**src/rtl/ripple_count_capture.sv**
```systemverilog
// Purpose: resynchronise a free-running 4-bit ripple count into Clock, reject mid-ripple codes,
//          and track rollovers and threshold hits.
// Latency: a held q_in value reaches count SYNC_STAGES+1 Clock edges after first capture.
// Backpressure: none; q_in must hold each code >= SYNC_STAGES+2 cycles, faster codes may be skipped.
//
// Ports:
//   Clock      system clock, all state on posedge
//   Reset      asynchronous active-high reset
//   q_in       ripple counter output, asynchronous to Clock
//   clear      synchronous clear of wraps and hit (wins over same-cycle wrap/hit)
//   threshold  compare value for hit
//   count      last accepted stable count
//   valid      high once any value has been accepted
//   wrap       one-cycle pulse when an accepted count is below the previous one
//   wraps      saturating rollover tally
//   hit        sticky: an accepted count equalled threshold
module ripple_count_capture #(
  parameter int WIDTH       = 4,
  parameter int SYNC_STAGES = 2,
  parameter int WRAP_W      = 8
) (
  input  logic              Clock,
  input  logic              Reset,
  input  logic [WIDTH-1:0]  q_in,
  input  logic              clear,
  input  logic [WIDTH-1:0]  threshold,
  output logic [WIDTH-1:0]  count,
  output logic              valid,
  output logic              wrap,
  output logic [WRAP_W-1:0] wraps,
  output logic              hit
);

  typedef enum logic {
    EMPTY = 1'b0,
    TRACK = 1'b1
  } state_t;

  state_t state;
  state_t state_nxt;

  logic [WIDTH-1:0] sync [SYNC_STAGES];
  logic [WIDTH-1:0] s;
  logic [WIDTH-1:0] prev;

  logic accept;
  logic load;
  logic wrap_evt;
  logic hit_evt;

  assign s = sync[SYNC_STAGES-1];

  // Per-bit synchroniser chain; bits may land on different cycles, which the
  // stability filter below absorbs.
  always_ff @(posedge Clock or posedge Reset) begin
    if (Reset) begin
      for (int i = 0; i < SYNC_STAGES; i++) begin
        sync[i] <= '0;
      end
      prev <= '0;
    end else begin
      sync[0] <= q_in;
      for (int i = 1; i < SYNC_STAGES; i++) begin
        sync[i] <= sync[i-1];
      end
      prev <= s;
    end
  end

  // State register
  always_ff @(posedge Clock or posedge Reset) begin
    if (Reset) begin
      state <= EMPTY;
    end else begin
      state <= state_nxt;
    end
  end

  // Next-state logic: TRACK is only left through Reset
  always_comb begin
    state_nxt = state;
    case (state)
      EMPTY:   if (accept) state_nxt = TRACK;
      TRACK:   state_nxt = TRACK;
      default: state_nxt = EMPTY;
    endcase
  end

  // Output/decision logic. A code is trusted only after it has been seen on
  // two consecutive cycles at the synchroniser output.
  always_comb begin
    valid    = (state == TRACK);
    accept   = (s == prev);
    load     = accept && ((state == EMPTY) || (s != count));
    // The EMPTY->TRACK load never counts as a rollover.
    wrap_evt = (state == TRACK) && load && (s < count);
    hit_evt  = load && (s == threshold);
  end

  // Datapath registers
  always_ff @(posedge Clock or posedge Reset) begin
    if (Reset) begin
      count <= '0;
      wrap  <= 1'b0;
      wraps <= '0;
      hit   <= 1'b0;
    end else begin
      if (load) begin
        count <= s;
      end
      // wrap pulses regardless of clear or saturation
      wrap <= wrap_evt;
      if (clear) begin
        wraps <= '0;
        hit   <= 1'b0;
      end else begin
        if (wrap_evt && (wraps != {WRAP_W{1'b1}})) begin
          wraps <= wraps + 1'b1;
        end
        if (hit_evt) begin
          hit <= 1'b1;
        end
      end
    end
  end

endmodule

```
**config.mk**
```make
export PLATFORM = sky130hd
export DESIGN_NAME = ripple_count_capture
export DESIGN_NICKNAME = d
export VERILOG_FILES = /design/src/rtl/ripple_count_capture.sv
export SDC_FILE = /design/constraint.sdc
export NUM_CORES = 1
export LEC_CHECK = 0
export CORE_MARGIN = 3
export CORE_UTILIZATION = 49
export DETAILED_ROUTE_END_ITERATION = 8
export PLACE_DENSITY = 0.77
export SYNTH_ARGS = -nofsm -noshare
export SYNTH_HDL_FRONTEND = slang
export SYNTH_SLANG_ARGS = --single-unit
```
**constraint.sdc**
```tcl
create_clock -name Clock -period 2.35 [get_ports Clock]
set_input_delay 0.5875 -clock Clock [delete_from_list [all_inputs] [get_ports Clock]]
set_output_delay 0.5875 -clock Clock [all_outputs]
set_load 0.01 [all_outputs]
```
==> results.yml <==
sta:
  worst_pin_slew_ns: 0.387
  layout_min_cycle_time_ns: 2.14
  fin_skew_ns: 0.00843
  post-route-period-util_pct: 90.9
  finalSetupViolations: 0
  rsz0062_at_grt: "no"
  tns_ns: 0
  maxSlewHeadroom_pct: 74.1
  fmax_ghz: 0.468
  slew_violations: 0
  finalHoldViolCount: 0
power:
  p_clk_share_pct: 19.1
  leakage_uw: 0.000647
  combinationalPowerShare_pct: 27.4
  p_per_area_mw_per_mm2: 663
  p_switching_uw: 300
  p_sw_share_pct: 29.7
  peakVddDrop_mv: 0.561
  power_frac_seq_pct: 53.5
  internal-power_uw: 711
worst_hold_path:
  hp-class: "reg -> reg"
floorplanning:
  die_h_um: 55.6
  io_pins: 26
  design.die.area_mm2: 0.00310
  start_util_pct: 53.1
  coreArea_mm2: 0.00228
  dieWidth_um: 55.6
  rows: 17
status:
  status: "finished clean"
synth:
  yosysSeqAreaShare_pct: 56.0
  synth_cells: 108
  syn_nets: 124
  synth_flop_cell: "dfrtp_1"
  synth_edf_count: 0
  syn_avg_cell_area_um2: 11.2
  synthDistinctLibCells: 24
  synth_area_mm2: 0.00121
  async_flop_share_pct: 100
  ys_warn_count: 0
  ys_seq_elements: 27
routing:
  initialDrtViolationCount: 20
  routed_wl_um: 2140
  drtAntennaViolNets: 0
  drc: 0
  wire_per_inst_um: 13.0
  dr.pass1.iters: 4
  avgViaCountPerCell: 5.35
  num_vias: 883
placement:
  placed_cell_area_mm2: 0.00150
  io_buffers: 25
  dpl.hpwl_um: 1620
  gp_congestion: 0.782
worst_setup_path:
  rrSetupSlack_ns: 0.21
  worst_setup_path_start_kind: "flip-flop"
  critical_path.max_fanout: 6
  crit_type: "reg -> reg"
  worstSetupEndpointType: "flip-flop"
  arrival_ns: 2.38
  cp.required_ns: 2.59
cells_and_area:
  antennaDiodeCount: 0
  num-fill-cells: 173
  nNetsFinal: 154
  multi_input_area_um2: 480
  final_cell_mix: "27 x dfrtp_1, 25 x clkdlybuf4s50_1, 9 x inv_1"
  area_growth_pct: 26.3
  regArea_um2: 676
  layout_commonest_cell: "dfrtp_1"
  final_area_mm2: 0.00153
  drive_gt1_share_pct: 9.49
clock_network:
  cts_hold_buf: 0
  cts-root-buf: "clkbuf_4"
  cts_buffers: 3
  tritoncts: "yes"
  htreeDepth: 1
  clk_pin_slew_worst_paths_ns: 0.14
  cts.sink_count: 27
  clock_latency_ns: 0.31
  clock_path_buffers: 2
global_routing:
  grt_start_max_net_pins: 28
  overflow: 0
  grt_pass1_wl_um: 3930
  grt_use_total_pct: 15.7
  grt_pass1_vias: 890
  antenna_found_initial: 0
run:
  drv_cap: 0
per-stage QoR:
step                instances  hold slack, ns  util [%]  worst slack (ns)  power [µW]
floorplan                 108           0.331         -             0.393         702
global placement          161           0.332      65.8             0.180         822
detailed placement        161           0.337      65.8             0.161         829
CTS                       165           0.371      67.0             0.124        1030
global route              165           0.377      67.0            0.0137        1080
finish                    165           0.367      67.0             0.214        1010
worst paths after layout:
path | startpoint | endpoint | depth (start not counted)
setup / recovery | s[3] | wraps[3] | 5
hold / removal | sync[7] | s[3] | 0
setup reg to reg | s[3] | wraps[3] | 5
hold reg to reg | sync[7] | s[3] | 0
max in group asynchronous | Reset | valid | 3
min in group asynchronous | Reset | sync[6] | 3
sequential cells by signal, indices dropped and copies added, names as in the netlist:
name   flops
s          4
count      4
wraps      8
sync       4
valid      1
prev       4
wrap       1
hit        1
final cells by class:
| type | count | share of cell area, % |
|---|---|---|
| inverters | 9 | 2.21 |
| clock inverters | 1 | 0.328 |
| well taps | 28 | 2.30 |
| multi-input cells | 69 | 31.5 |
| flip-flops and latches | 27 | 44.3 |
| clock buffers | 3 | 1.48 |
| repair buffers | 28 | 17.9 |
what timing repair did:
| action | in CTS | in global routing |
|---|---|---|
| endpoints found under the setup margin | 0 | 1 |
| resized for setup | 0 | 1 |
| setup buffers | 0 | 0 |
routing by layer:
metal  GRT usage [%]  wire [µm]  vias up
li1                -          -      440
met1            20.1        948      417
met2            27.5       1080       24
met3            2.78         99        2
met4            3.47         16        0
met5               0          0        -
kinds of logic (layout without fill, tap and decap cells):
| group | count (synthesis) | after routing | synth area share (%) |
|---|---|---|---|
| flops | 27 | 27 | 56.0 |
| compound gates | 17 | 17 | 8.29 |
| xor+xnor | 8 | 8 | 5.80 |
| simple gates | 34 | 34 | 15.8 |
| mux | 5 | 5 | 4.66 |
| buf+inv | 12 | 41 | 4.35 |
| fa+ha+maj | 5 | 5 | 5.18 |
critical path: stages (launching register included):
cell      delay (ns)
dfrtp_1         0.46
ha_1            0.31
a211oi_1        0.38
nand2_1         0.24
or4_1           0.52
a21oi_1         0.16
synth_stat cells (2+ instances only):
library cell,number,area share (%)
nand3_1,3,1.2
dfrtp_1,27,56
nand4_1,5,2.6
xor2_1,2,1.5
a21oi_1,7,2.9
or3_1,3,1.6
and4_1,2,1.5
clkbuf_1,2,0.62
mux2_2,5,4.7
o21ai_0,5,2.1
ha_1,5,5.2
nor2b_1,3,1.6
xnor2_1,6,4.4
o31ai_1,3,1.9
inv_1,9,2.8
nor2_1,5,1.6
nand2_1,6,1.9
or4_1,4,2.5
power groups by stage:
stage / logic, µW / registers [µW] / clock network [µW]
CTS: 281 / 543 / 204
floorplan: 141 / 561 / 0
finish: 277 / 541 / 193
detailed placement: 278 / 551 / 0
global placement: 273 / 549 / 0
global route: 305 / 551 / 225
Note: power is estimated with default switching activity, not from simulation.
